[config.mk]
export PLATFORM = sky130hd
export DESIGN_NAME = fetch_pc_ctrl_flat
export DESIGN_NICKNAME = d
export VERILOG_FILES = /design/src/rtl/fetch_pc_ctrl_pkg.sv /design/src/rtl/fetch_pc_ctrl_if.sv /design/src/rtl/fetch_pc_ctrl.sv /design/src/flat_wrapper.sv
export SDC_FILE = /design/constraint.sdc
export NUM_CORES = 1
export LEC_CHECK = 0
export CAP_MARGIN = 20
export CORE_ASPECT_RATIO = 1.75
export CORE_MARGIN = 2
export CORE_UTILIZATION = 39
export DETAILED_ROUTE_END_ITERATION = 8
export GPL_TIMING_DRIVEN = 0
export PLACE_DENSITY = 0.76
export SYNTH_ARGS = -nofsm -noshare
export SYNTH_HDL_FRONTEND = slang
export SYNTH_SLANG_ARGS = --single-unit
[constraint.sdc]
create_clock -name clk -period 4.2 [get_ports clk]
set_input_delay 1.26 -clock clk [delete_from_list [all_inputs] [get_ports clk]]
set_output_delay 1.26 -clock clk [all_outputs]
set_load 0.05 [all_outputs]
[src/rtl/fetch_pc_ctrl_pkg.sv]
// fetch_pc_ctrl_pkg: shared fetch PC constants, FSM state type and target alignment helper
package fetch_pc_ctrl_pkg;
  localparam logic [63:0] DEFAULT_RESET_PC = 64'h8000_0000;
  localparam int DEFAULT_INSTR_BYTES = 4;
  typedef enum logic [1:0] {RUN, HOLD, FLUSH} fetch_pc_state_t;
  function automatic logic [63:0] align_pc(input logic [63:0] a);
    return {a[63:2], 2'b00};
  endfunction
endpackage

[src/rtl/fetch_pc_ctrl_if.sv]
// fetch_pc_ctrl_if: back-end control, instruction-bus request/response and fetch qualifier signals
interface fetch_pc_ctrl_if;
  logic        stall;
  logic        redirect_valid;
  logic [63:0] redirect_pc;
  logic        iresp_data_ok;
  logic [63:0] pc_nxt;
  logic        ireq_valid;
  logic        fetch_accept;
  logic [63:0] fetch_pc;
  logic        fetch_busy;
  modport master (output stall, redirect_valid, redirect_pc, iresp_data_ok,
                  input pc_nxt, ireq_valid, fetch_accept, fetch_pc, fetch_busy);
  modport slave (input stall, redirect_valid, redirect_pc, iresp_data_ok,
                 output pc_nxt, ireq_valid, fetch_accept, fetch_pc, fetch_busy);
endinterface

[src/rtl/fetch_pc_ctrl.sv]
// fetch_pc_ctrl: fetch PC register and instruction-bus request control with stall hold and redirect flush
module fetch_pc_ctrl
  import fetch_pc_ctrl_pkg::*;
#(
  parameter logic [63:0] RESET_PC = DEFAULT_RESET_PC,
  parameter int INSTR_BYTES = DEFAULT_INSTR_BYTES
) (
  input logic clk,
  input logic reset,
  fetch_pc_ctrl_if.slave bus
);
  fetch_pc_state_t state_q, state_d;
  logic [63:0] pc_q, pc_d, pend_q, pend_d, pc_inc, tgt;
  logic valid, accept;
  assign pc_inc = pc_q + 64'(INSTR_BYTES);
  assign tgt = align_pc(bus.redirect_pc);
  always_ff @(posedge clk) begin
    if (reset) begin
      state_q <= RUN;
      pc_q <= RESET_PC;
      pend_q <= '0;
    end else begin
      state_q <= state_d;
      pc_q <= pc_d;
      pend_q <= pend_d;
    end
  end
  always_comb begin
    state_d = state_q;
    pc_d = pc_q;
    pend_d = pend_q;
    valid = 1'b0;
    accept = 1'b0;
    case (state_q)
      RUN: begin
        valid = 1'b1;
        if (bus.iresp_data_ok) begin
          if (bus.redirect_valid) pc_d = tgt;
          else begin
            accept = 1'b1;
            if (bus.stall) state_d = HOLD;
            else pc_d = pc_inc;
          end
        end else if (bus.redirect_valid) begin
          pend_d = tgt;
          state_d = FLUSH;
        end
      end
      HOLD: begin
        // redirect beats stall release
        if (bus.redirect_valid || !bus.stall) begin
          pc_d = bus.redirect_valid ? tgt : pc_inc;
          state_d = RUN;
        end
      end
      default: begin
        valid = 1'b1;
        if (bus.redirect_valid) pend_d = tgt;
        if (bus.iresp_data_ok) begin
          pc_d = bus.redirect_valid ? tgt : pend_q;
          state_d = RUN;
        end
      end
    endcase
  end
  assign bus.pc_nxt = reset ? RESET_PC : pc_q;
  assign bus.fetch_pc = bus.pc_nxt;
  assign bus.ireq_valid = valid & ~reset;
  assign bus.fetch_accept = accept & ~reset;
  assign bus.fetch_busy = bus.ireq_valid & ~bus.iresp_data_ok;
endmodule
[src/flat_wrapper.sv]
// flat-port wrapper written by rule: the top's interface ports become plain ports
module fetch_pc_ctrl_flat import fetch_pc_ctrl_pkg::*;
#(
  parameter logic [63:0] RESET_PC = DEFAULT_RESET_PC,
  parameter int INSTR_BYTES = DEFAULT_INSTR_BYTES
)
  (clk, reset, bus_stall, bus_redirect_valid, bus_redirect_pc, bus_iresp_data_ok, bus_pc_nxt, bus_ireq_valid, bus_fetch_accept, bus_fetch_pc, bus_fetch_busy);
  fetch_pc_ctrl_if bus_i ();
  input logic clk;
  input logic reset;
  input wire logic [$bits(bus_i.stall)-1:0] bus_stall;
  input wire logic [$bits(bus_i.redirect_valid)-1:0] bus_redirect_valid;
  input wire logic [$bits(bus_i.redirect_pc)-1:0] bus_redirect_pc;
  input wire logic [$bits(bus_i.iresp_data_ok)-1:0] bus_iresp_data_ok;
  output wire logic [$bits(bus_i.pc_nxt)-1:0] bus_pc_nxt;
  output wire logic [$bits(bus_i.ireq_valid)-1:0] bus_ireq_valid;
  output wire logic [$bits(bus_i.fetch_accept)-1:0] bus_fetch_accept;
  output wire logic [$bits(bus_i.fetch_pc)-1:0] bus_fetch_pc;
  output wire logic [$bits(bus_i.fetch_busy)-1:0] bus_fetch_busy;
  assign bus_i.stall = bus_stall;
  assign bus_i.redirect_valid = bus_redirect_valid;
  assign bus_i.redirect_pc = bus_redirect_pc;
  assign bus_i.iresp_data_ok = bus_iresp_data_ok;
  assign bus_pc_nxt = bus_i.pc_nxt;
  assign bus_ireq_valid = bus_i.ireq_valid;
  assign bus_fetch_accept = bus_i.fetch_accept;
  assign bus_fetch_pc = bus_i.fetch_pc;
  assign bus_fetch_busy = bus_i.fetch_busy;
  fetch_pc_ctrl #(.RESET_PC(RESET_PC), .INSTR_BYTES(INSTR_BYTES)) u_core (.clk(clk), .reset(reset), .bus(bus_i));
endmodule
Word-level counts from Yosys, hierarchy flattened --
Index checks and enable logic that the tools add are counted.
Cells by class: add/subtract/negate cells 1, equality and inequality tests 8, muxes and demuxes 22, bitwise gates (word level) 6, reductions and logical operators 8
Operator list (number):
- 64-bit 2-to-1 mux | 9
- 64-bit case mux with 2 select lines | 2
- 64-bit by 3-bit adder with 64-bit output (second input constant) | 1
- 2-bit 2-to-1 mux | 6
- 3-bit inequality test (second input constant) | 4
- 5-bit AND reduction | 1
- 1-bit 2-to-1 mux | 4
- 2-bit inequality test (second input constant) | 2
- 2-bit case mux with 2 select lines | 1
- 4-bit AND reduction | 1
- 1-bit AND | 3
- 1-bit inverter | 3
- 3-bit nonzero test | 1
- 2-bit by 1-bit == test with 1-bit output (second input constant) | 1
- 2-bit zero test | 1
- 2-bit by 1-bit inequality test with 1-bit output (second input constant) | 1
- 2-bit AND reduction | 1
- 2-bit nonzero test | 1
- 1-bit zero test | 1
- 1-bit logical OR | 1
Word-level totals: register bits 130, output and inout port bits 131

Longest topological paths before layout --
Gate-level depths: netlist of the first run.
word-level depth 5, depth in mapped cells 7, gate-level depth less buffers 6

Least setup slack after synthesis of the first run --
OpenSTA, ideal clock, no wires.
kind input-to-output, start point input bus_redirect_valid, end point output bus_fetch_accept, arrival 3.327 ns, setup slack -0.387 ns, stages 5, cells stage by stage nor2_1 clkbuf_1 clkbuf_1 nand2_1 nor3b_1
Between the ends: word-level cells in the longest chain between the ends 4
Ends and longest elaborated chain:
- start, declared | RTL line flat_wrapper.sv:12 | input wire logic [$bits(bus_i.redirect_valid)-1:0] bus_redirect_valid;
- 1-bit 2-to-1 mux | RTL line fetch_pc_ctrl.sv:38 | if (bus.redirect_valid) pc_d = tgt;
- 1-bit 2-to-1 mux | RTL line fetch_pc_ctrl.sv:37 | if (bus.iresp_data_ok) begin
- 1-bit 2-to-1 mux | RTL line fetch_pc_ctrl.sv:34 | case (state_q)
- 1-bit AND | RTL line fetch_pc_ctrl.sv:69 | assign bus.fetch_accept = accept & ~reset;
- end, declared | RTL line flat_wrapper.sv:17 | output wire logic [$bits(bus_i.fetch_accept)-1:0] bus_fetch_accept;
Every way passes these cells.

Final worst setup path of the first run --
start point input bus_stall, end point register u_core.pc_q[63]
Between the ends: word-level cells in the longest chain between the ends 4
Ends and longest elaborated chain:
- start, declared | RTL line flat_wrapper.sv:11 | input wire logic [$bits(bus_i.stall)-1:0] bus_stall;
- 1-bit zero test | RTL line fetch_pc_ctrl.sv:51 | if (bus.redirect_valid || !bus.stall) begin
- 1-bit logical OR | RTL line fetch_pc_ctrl.sv:51
- 2-bit by 1-bit inequality test with 1-bit output (no source line)
- 4-bit AND reduction (no source line) *
- end signal, assigned | RTL line fetch_pc_ctrl.sv:24 | pc_q <= pc_d;
- end, declared | RTL line fetch_pc_ctrl.sv:13 | logic [63:0] pc_q, pc_d, pend_q, pend_d, pc_inc, tgt;
Mark *: on every way between the ends. The rest lies on a longest branch, timed or not. A chain may end at the register's enable or synchronous reset.

==> impl_results.md, run 1 <==
* Synth Flop Type: dfxtp_1
* Routed wire length per instance at 23.9 um
* CTS tree: yes
* Via count at 10,017
* Crit path to: u_core.pc_q[63]$_SDFFE_PP0P_
* Fin nets at 1,427
* Slew Limit Headroom at 31.1%
* Status: complete, but fails checks
* Least-Margin Pin Slew at just over 1000 ps
* Starting DRT DRC Count at 998
* First-pass GRT wire length at approximately 57,000 um
* YS warnings at 0
* CP max FO at 10
* Worst hold start: u_core.pend_q[39]$_SDFFE_PP0P_
* Residual DRC at 0
* Clk root buf: clkbuf_16
* Port Buffer Count at 197
* Vias per Instance at 6.18
* CORE AREA at 20,800 sq um
* Die Area at 22,400 sq um
* Static Leak at 0.00432 uW
* Synth Cell Area at 8250 sq um
* Total iterations of the first detailed-routing run at 5
* Area delta synth->final at 34.2%
* Die Y at 196 um
* Failing checks: setup timing
* Synth Register Bits at 130
* Die X at 114 um
* Sink Count at 130
* Post-DP HPWL at 28,800 um
* Worst skew pair latency at 430 ps
* Synth top area cells: dfxtp_1, nand2_1, a21oi_1
* Mapped Nets at 1,214
* Clock buffer count from CTS at 17
* CP endpoint kind: flip-flop
* Highest Clock Rate at 0.237 GHz
* Period utilisation layout at 100%
* VDD IR max at 0.000211 V
* Layout cells sized above 1 at 12.4%
* Clock skew at about 9.1 ps
* Pwr Total at 3870 uW
* Final Critical Period at 4220 ps
* Crit path DAT at 4500 ps
* Count of final hold-check violations at 0
* Setup crit start kind: input pin
* Final Setup Violations at 1
* Number of diodes at 0
* R2r endpoint: u_core.pc_q[63]$_SDFFE_PP0P_
* Max-cap viol count at 0
* CP Launch Point: bus_stall
* Worst Path Class, Setup: in -> reg
* Initial Util at 39.6%
* Antenna Nets Post-Route at 0
* Drt total wl at 38,800 um
* Largest net degree at the start of global routing at 20
* Syn avg cell area at 7.21 sq um
* R2R Path Start: u_core.state_q[1]$_SDFFE_PP0P_
* FF-to-FF setup slack at between 400 and 500 ps
* Final setup TNS at -16.8 ps
* Post-CTS Setup Inserts at 0
* Asr flop ratio synth at 0%
* Yosys cell types at 70
* Reg clk slew, reported paths at 60 ps
* Max Slew Vio Count at 0
* Routability congestion estimate at approximately 1
* Hold WC Path Type: reg -> reg
* Site row count at 70
* Final worst slack at -16.8 ps
* Req. time, crit path at approximately 4500 ps
* Initial antenna violation count at 1
* Final hold slack at roughly 450 ps
* Vias in the first global route at 9,685
* Total track usage at 34.2%
* Largest area contributor in the netlist: dfxtp_1
* Number of synthesized flops with an enable pin at 0
* Mapped Cells at 1,144
* CTS max path bufs at 2
* I/O pins at 200
* H-tree Lvls at 4
* Register area share after synthesis at 31.6%
* Synth top area share at 31.6%
* RSZ-0062 raised after global routing: false
* Reg2reg path depth at 7
* Cts hold-fix bufs at 0
* PD cells at 349 nW/um^2
* Overflow after GRT at 0
-- logic make-up (layout without fill, tap and decap cells) --
group / after synthesis / count (layout) / synth area share [%]
multiplexers: 19 / 19 / 2.40
buffers and inverters: 169 / 395 / 10.7
AND/OR/NAND/NOR: 513 / 513 / 31.5
AO/OA/AOI/OAI: 312 / 312 / 23.7
adder cells (fa/ha/maj): 1 / 1 / 0.152
flip-flops: 130 / 130 / 31.6
-- final cells by class --
class                   instances  area (sq um)
inverters                      14          52.6
plain buffers                 152           867
well taps                     252           315
fillers                      2076          9780
clock buffers                  21           470
repair buffers                197          1840
clock inverters                11           129
flip-flops and latches        130          2600
multi-input cells             845          4790
-- power breakdown --
group	switching (uW)	leakage (uW)	total, uW	internal (uW)
Sequential	93.8	0.00107	1410	1320
Clock	622	0.000278	1550	924
Combinational	614	0.00298	911	296
-- worst min path at each step --
stage                                      to  depth (start not counted)
2_1_floorplan  u_core.pend_q[37]$_SDFFE_PP0P_                          2
3_3_place_gp   u_core.pend_q[39]$_SDFFE_PP0P_                          2
3_5_place_dp   u_core.pend_q[39]$_SDFFE_PP0P_                          2
4_1_cts        u_core.pend_q[39]$_SDFFE_PP0P_                          2
5_1_grt        u_core.pend_q[61]$_SDFFE_PP0P_                          2
6_report       u_core.pend_q[39]$_SDFFE_PP0P_                          2
-- synth_stat cells, types with 6 or more instances --
library cell,n
nand2_1,231
dfxtp_1,130
a21oi_1,103
clkbuf_1,77
o21ai_0,73
buf_4,64
nor2b_1,56
nor2_1,55
nand3_1,33
o211ai_1,25
a31oi_1,21
nand4_1,21
and3_1,20
nor4_1,17
or4_1,17
nor3_1,15
inv_1,14
mux2i_1,13
a211oi_1,10
buf_1,9
or3_1,9
o32ai_1,8
a22oi_1,6
and2_1,6
and4_1,6
mux2_2,6
o31a_1,6
-- worst max-delay path, stage by stage --
cell	delay [ps]
clkdlybuf4s50_1	540
a2bb2oi_1	780
clkbuf_1	590
clkbuf_1	710
o211ai_1	290
o211ai_1	180
o311ai_1	150
-- stage by stage --
step                      area [sq um]  setup slack [ps]  instances  util, %
after floorplan                   8260              -145       1144        -
after global routing             11100              54.4       1622     53.1
after detailed placement         10500             -2180       1593     50.6
after global placement           10500             -2220       1593     50.6
after CTS                        11100            -0.264       1622     53.2
final                            11100             -16.8       1622     53.1
-- cell usage in the layout, fill, tap and decap left out, types with 8 or more instances in the layout --
cell             count
nor2b_1             56
clkbuf_2            11
clkbuf_16           18
nor2_1              54
nand4_1             21
nor4_1              17
dfxtp_1            130
o21ai_0             73
nand3_1             33
inv_1               14
buf_4               72
nor3_1              14
clkdlybuf4s50_1     75
o211ai_1            25
a211oi_1            10
a21oi_1            103
a31oi_1             21
mux2i_1             13
and3_1              20
o32ai_1              8
dlygate4sd2_1       85
nand2_1            230
clkbuf_1            67
or3_1                9
clkdlybuf4s15_2     18
or4_1               17
-- routing by layer --
layer | global-route usage (%) | vias up | wire length, um
met5 | 0 | - | 13
met4 | 29.0 | 2 | 3910
met3 | 7.26 | 233 | 3450
met2 | 57.6 | 684 | 18700
met1 | 35.6 | 4614 | 12700
li1 | - | 4484 | -
-- what timing repair did --
item                       in CTS  in global routing
gates resized for setup       211                 14
gates cloned                    0                  0
setup endpoints to repair     131                 54
-- sequential cells by signal, summed over array words and instances (netlist names) --
register	flops
u_core.pc_q	64
u_core.pend_q	64
u_core.state_q	2
(Power assumes the default switching activity.)
==> run 2, diff against run 1 <==
--- a/config.mk
+++ b/config.mk
@@ -10,8 +10,10 @@
 export CORE_MARGIN = 2
 export CORE_UTILIZATION = 39
 export DETAILED_ROUTE_END_ITERATION = 8
+export GPL_ROUTABILITY_DRIVEN = 1
 export GPL_TIMING_DRIVEN = 0
 export PLACE_DENSITY = 0.76
+export SLEW_MARGIN = 25
 export SYNTH_ARGS = -nofsm -noshare
 export SYNTH_HDL_FRONTEND = slang
 export SYNTH_SLANG_ARGS = --single-unit
==> constraint.sdc (replaced) <==
create_clock -name clk -period 4.3 [get_ports clk]
set_input_delay 1.29 -clock clk [delete_from_list [all_inputs] [get_ports clk]]
set_output_delay 1.29 -clock clk [all_outputs]
set_load 0.05 [all_outputs]
==> run 2 against run 1 <==
  * The flow now finishes without violations
  * Sequential power about the same
  * Global-route usage down 0.87 points
  * Routed wire length down 1.5%
  * Combinational power down 3.1%
  * Clock power down 3%
  * Power down 2.9%
  * Clock skew down 2.3 ps
  * Largest cell class unchanged
==> impl_results.md, run 2 (same netlist as run 1, synthesis figures left out) <==
* Status: finished, final reports clean
* Slew Limit Headroom at 27.4% (-3.7 points)
* Routed wire length per instance at 23.6 um (-1.5%)
* Via count at 10,061 (+0.44%)
* Site row count at 70 (unchanged)
* Routability congestion estimate at 1.02 (+2.6%)
* Initial Util at 39.6% (unchanged)
* Total iterations of the first detailed-routing run at 5 (unchanged)
* Antenna Nets Post-Route at 0 (unchanged)
* Reg clk slew, reported paths at 60 ps (about the same)
* Period utilisation layout at 99.7%
* Port Buffer Count at 197 (unchanged)
* Total track usage at 33.3% (-0.87 points)
* First-pass GRT wire length at 56,100 um (-1.7%)
* Most frequent cells in the layout: nand2_1, dfxtp_1, a21oi_1, dlygate4sd2_1, clkdlybuf4s50_1
* Post-DP HPWL at 28,400 um (-1.3%)
* CP endpoint kind: primary output
* Final Setup Violations at 0 (-1)
* Cts hold-fix bufs at 0 (unchanged)
* Least-Margin Pin Slew at 1080 ps (+46.3 ps)
* Overflow after GRT at 0 (unchanged)
* Max-cap viol count at 0 (unchanged)
* Clock buffer count from CTS at 17 (unchanged)
* Sink Count at 130 (unchanged)
* Commonest non-fill, non-tap cell in the layout: nand2_1
* VDD IR max at 0.000259 V (+23%)
* Number of diodes at 0 (unchanged)
* Setup crit start kind: input pin
* Die Y at 196 um (unchanged)
* CORE AREA at 20,800 sq um (unchanged)
* Worst skew pair latency at 440 ps (about the same)
* Die X at 114 um (unchanged)
* Starting DRT DRC Count at 862 (-14%)
* Vias in the first global route at 9,538 (-1.5%)
* Area delta synth->final at 33.6%
* Highest Clock Rate at 0.233 GHz
* Final Cell Area at 11,000 sq um (-0.45%)
* Req. time, crit path at 3010 ps (-1480 ps)
* H-tree Lvls at 4 (unchanged)
* I/O pins at 200 (unchanged)
* Top Registers: u_core.pc_q (64), u_core.pend_q (64), u_core.state_q (2)
* Clk root buf: clkbuf_16
* Post-place instance area at 10,500 sq um (about the same)
* Crit path DAT at 3000 ps (-1500 ps)
* Max Slew Vio Count at 0 (unchanged)
* Drt total wl at 38,200 um (-1.5%)
* PD cells at 341 nW/um^2 (-2.4%)
* Clock skew at 6.87 ps (-2.26 ps)
* CTS tree: yes
* Static Leak at 0.00438 uW (+1.2%)
* Count of final hold-check violations at 0 (unchanged)
* Largest net degree at the start of global routing at 20 (unchanged)
* Fin nets at 1,427 (unchanged)
* Post-CTS Setup Inserts at 0 (unchanged)
* Final Critical Period at 4290 ps
* Hold WC Path Type: reg -> reg
* Layout cells sized above 1 at 12.2% (-0.22 points)
* RSZ-0062 raised after global routing: true
* Vias per Instance at 6.20 (+0.44%)
* Worst Path Class, Setup: in -> out
* Residual DRC at 0 (unchanged)
* Die Area at 22,400 sq um (unchanged)
* Final hold slack at 454 ps (+2.35 ps)
* CTS max path bufs at 2 (unchanged)
* CP max FO at 19 (+9)
* Initial antenna violation count at 0 (-1)
-- run 2: cell count changes in the layout (fill, tap and decap cells not counted), sizes merged, moves of 3 or more --
cell,before,now
clkinv,3,7
buf,85,81
clkdlybuf4s15,22,16
dlygate4sd2,85,82
clkbuf,101,111
dlymetal6s2s,1,4
-- run 2: final timing paths --
path / from / to / slack (ps) / depth (start not counted)
worst max-delay path: bus_redirect_valid / bus_fetch_accept / 10 / 6
worst min register to register: u_core.pend_q[62]$_SDFFE_PP0P_ / u_core.pend_q[62]$_SDFFE_PP0P_ / 450 / 2
worst max register to register: u_core.state_q[1]$_SDFFE_PP0P_ / u_core.pc_q[59]$_SDFFE_PP0P_ / 740 / 7
worst min-delay path: u_core.pend_q[62]$_SDFFE_PP0P_ / u_core.pend_q[62]$_SDFFE_PP0P_ / 450 / 2
-- run 2: where the power goes --
group / internal (uW) / total (uW) / leakage, uW / switching, uW
sequential: 1290 / 1380 / 0.00107 / 91.3
clock: 899 / 1500 / 0.000288 / 597
combinational: 287 / 883 / 0.00302 / 596
-- run 2: per-stage QoR --
step | cells | setup TNS [ps] | total power, uW | utilization, % | worst slack (ps)
2_1_floorplan | 1144 | -1050 | 1920 | - | -105
3_3_place_gp | 1593 | -182700 | 2280 | 50.6 | -2080
3_5_place_dp | 1593 | -181370 | 2280 | 50.6 | -2080
4_1_cts | 1622 | 0 | 3720 | 53.1 | 0.435
5_1_grt | 1622 | -11.4 | 3850 | 52.9 | -11.4
6_report | 1622 | 0 | 3760 | 52.9 | 14.1
-- run 2: final cells by class --
| type | instances | area (sq um) |
|---|---|---|
| Fill cell | 2086 | 9830 |
| Multi-Input combinational cell | 845 | 4780 |
| Sequential cell | 130 | 2600 |
| Timing Repair Buffer | 197 | 1800 |
| Buffer | 152 | 868 |
| Clock buffer | 20 | 467 |
| Tap cell | 252 | 315 |
| Clock inverter | 12 | 133 |
| Inverter | 14 | 52.6 |
-- run 2: critical path: stages --
cell and delay, ps:
clkdlybuf4s50_1 540, nor2_4 220, clkbuf_16 240, nand2_1 190, nor3b_2 280, buf_4 230
-- run 2: metal layers --
layer  GRT usage, %  part of all wire, %
met5              0                    0
met2           55.5                   47
met4           28.9                   10
met3           7.50                  8.5
met1           34.8                   34
-- run 2: timing repair --
item                                    4_1_cts  5_1_grt
pin swaps                                     0        0
hold endpoints to repair                      0        0
gates resized for setup                     175       44
endpoints found under the setup margin      131       31
gates cloned                                  0        0
==> run 3, diff against run 2 <==
--- a/config.mk
+++ b/config.mk
@@ -13,6 +13,7 @@
 export GPL_ROUTABILITY_DRIVEN = 1
 export GPL_TIMING_DRIVEN = 0
 export PLACE_DENSITY = 0.76
+export REMOVE_ABC_BUFFERS = 1
 export SLEW_MARGIN = 25
 export SYNTH_ARGS = -nofsm -noshare
 export SYNTH_HDL_FRONTEND = slang
==> run 3 against run 2 <==
  * Clock power about the same
  * Clock skew increased by 2.6 ps
  * Via count decreased by 11%
  * Fmax increased by 1.9%
  * Sequential share of layout area increased by 0.81 points
  * Non-clock buffer count decreased by 140
  * Die area unchanged
  * Critical endpoint unchanged
==> impl_results.md, run 3 (same netlist as run 1, synthesis figures left out) <==
* Status: finished, final reports clean
* Final Cell Area at 10,700 sq um (-3.2%)
* Req. time, crit path at 3010 ps (about the same)
* Reg clk slew, reported paths at 60 ps (about the same)
* First-pass GRT wire length at 44,600 um (-20%)
* Die X at 114 um (unchanged)
* Post-Route Utilization at 51.2% (-1.7 points)
* Post-DP HPWL at 19,700 um (-31%)
* FF-to-FF setup slack at 1100 ps (+360 ps)
* Port Buffer Count at 197 (unchanged)
* Final Critical Period at 4210 ps (-79.4 ps)
* Initial antenna violation count at 0 (unchanged)
* Starting DRT DRC Count at 744 (-14%)
* CP endpoint kind: primary output
* Total track usage at 24.9% (-8.4 points)
* Initial Util at 39.6% (unchanged)
* CP max FO at 79 (+60)
* Layout cells sized above 1 at 6.18% (-6.0 points)
* Pwr Total at 3690 uW (-1.8%)
* Fin nets at 1,287 (-9.8%)
* PD cells at 346 nW/um^2 (+1.4%)
* Met3 Usage GRT at 3.26% (-4.2 points)
* Max-cap viol count at 0 (unchanged)
* VDD IR max at 0.000205 V (-21%)
* I/O pins at 200 (unchanged)
* Reg2reg path depth at 6 (-1)
* Static Leak at 0.00375 uW (-14%)
* Clock skew at 9.47 ps (+2.61 ps)
* Site row count at 70 (unchanged)
* Met2 Use GR at 45.7% (-9.8 points)
* Die Area at 22,400 sq um (unchanged)
* Residual DRC at 0 (unchanged)
* RSZ-0062 raised after global routing: false
* Clock buffer count from CTS at 17 (unchanged)
* Area delta synth->final at 29.3%
* Worst hold endpoint: u_core.pend_q[36]$_SDFFE_PP0P_
* CTS max path bufs at 2 (unchanged)
* Max Slew Vio Count at 0 (unchanged)
* Period utilisation layout at 97.8% (-1.8 points)
* Worst hold start: u_core.pend_q[36]$_SDFFE_PP0P_
* Overflow after GRT at 0 (unchanged)
* Count of final hold-check violations at 0 (unchanged)
* Highest Clock Rate at 0.238 GHz (+1.9%)
* Largest net degree at the start of global routing at 80 (+300%)
* Final Setup Violations at 0 (unchanged)
* CTS tree: yes
* Number of diodes at 0 (unchanged)
* Die Y at 196 um (unchanged)
* Antenna Nets Post-Route at 0 (unchanged)
* Routability congestion estimate at 0.945 (-7.8%)
* Slew Limit Headroom at 28.9% (+1.5 points)
* Post-place instance area at 10,000 sq um (-5.0%)
* Total iterations of the first detailed-routing run at 6 (+1)
* Drt total wl at 28,800 um (-25%)
* Worst skew pair latency at 420 ps (-20 ps)
* Via count at 8,923 (-11%)
* Final worst slack at 93.5 ps (+79.4 ps)
* Clk root buf: clkbuf_16
* Vias in the first global route at 8,481 (-11%)
* Hold WC Path Type: reg -> reg
* Most frequent cells in the layout: nand2_1, clkdlybuf4s50_1, dfxtp_1, a21oi_1, o21ai_0
* Gr busiest metal: met2
* Setup crit start kind: input pin
* Cts hold-fix bufs at 0 (unchanged)
* Worst Path Class, Setup: in -> out
* Least-Margin Pin Slew at 1060 ps (-22.6 ps)
* FILL cells at 2,007 (-3.8%)
* Sink Count at 130 (unchanged)
* Vias per Instance at 6.02 (-2.9%)
* R2R Path Start: u_core.pc_q[2]$_SDFFE_PP0P_
* Routed wire length per instance at 19.4 um (-18%)
* Met1 GRT Util at 28.1% (-6.6 points)
* Top Registers: u_core.pc_q (64), u_core.pend_q (64), u_core.state_q (2)
* Crit path DAT at 2920 ps (-80 ps)
* Commonest non-fill, non-tap cell in the layout: nand2_1
* WHS Path Cells at 2 (unchanged)
* CORE AREA at 20,800 sq um (unchanged)
* H-tree Lvls at 4 (unchanged)
* R2r endpoint: u_core.pc_q[42]$_SDFFE_PP0P_
* Pre-CTS setup slack at -618 ps (+1470 ps)
[run 3: cell count changes in the layout (fill, tap and decap cells not counted), sizes merged, moves of 2 or more]
| cell | change |
|---|---|
| inv | -2 |
| buf | -68 |
| dlygate4sd2 | -77 |
| clkdlybuf4s15 | -14 |
| clkdlybuf4s50 | +104 |
| dlymetal6s2s | +4 |
| clkbuf | -87 |
[run 3: critical path, stage by stage]
cell	delay [ps]
buf_12	290
buf_16	300
clkinvlp_4	300
nand2_1	240
nor3b_1	90
clkdlybuf4s15_2	340
[run 3: per-stage QoR]
step,std cells,hold WS [ps],setup TNS (ps)
floorplan,989,425,-78690
global placement,1438,437,-1448000
detailed placement,1448,446,-3950
CTS,1481,454,-118
global route,1482,469,0
finish,1482,455,0
[run 3: final cells by class]
type	count	area (sq um)	area share, %
Clock buffer	23	468	4.39
Clock inverter	9	130	1.22
Inverter	14	56.3	0.528
Multi-Input combinational cell	845	4830	45.3
Sequential cell	130	2610	24.4
Tap cell	252	315	2.96
Timing Repair Buffer	209	2260	21.2
[run 3: worst max path at each step]
| stage | from | to | slack [ps] | cells past startpoint |
|---|---|---|---|---|
| final | reset | bus_fetch_accept | 90 | 6 |
| after global routing | reset | bus_fetch_accept | 30 | 6 |
| after CTS | bus_redirect_valid | bus_fetch_accept | -120 | 6 |
| after detailed placement | reset | bus_fetch_accept | -620 | 6 |
| after global placement | bus_redirect_valid | u_core.pc_q[34]$_SDFFE_PP0P_ | -10320 | 5 |
| after floorplan | u_core.state_q[1]$_SDFFE_PP0P_ | u_core.pc_q[39]$_SDFFE_PP0P_ | -1710 | 5 |
[run 3: what timing repair did]
item / in CTS / in global routing
resized for setup: 14 / 11
endpoints found under the setup margin: 55 / 11
buffers inserted: 0 / 1
cloned: 1 / 0
pin swaps: 0 / 1
[run 3: report_power, final]
part           switching, uW  total, uW  internal [uW]  leakage [uW]
clock                    555       1500            942      0.000291
combinational            501        801            300       0.00239
sequential               103       1390           1290       0.00107
[run 3: layer usage]
layer  up-vias  share of wire, %
met4         0               4.1
met2       406                52
met1      4227                37
met5         -                 0
li1       4207                 -
met3        83               6.1
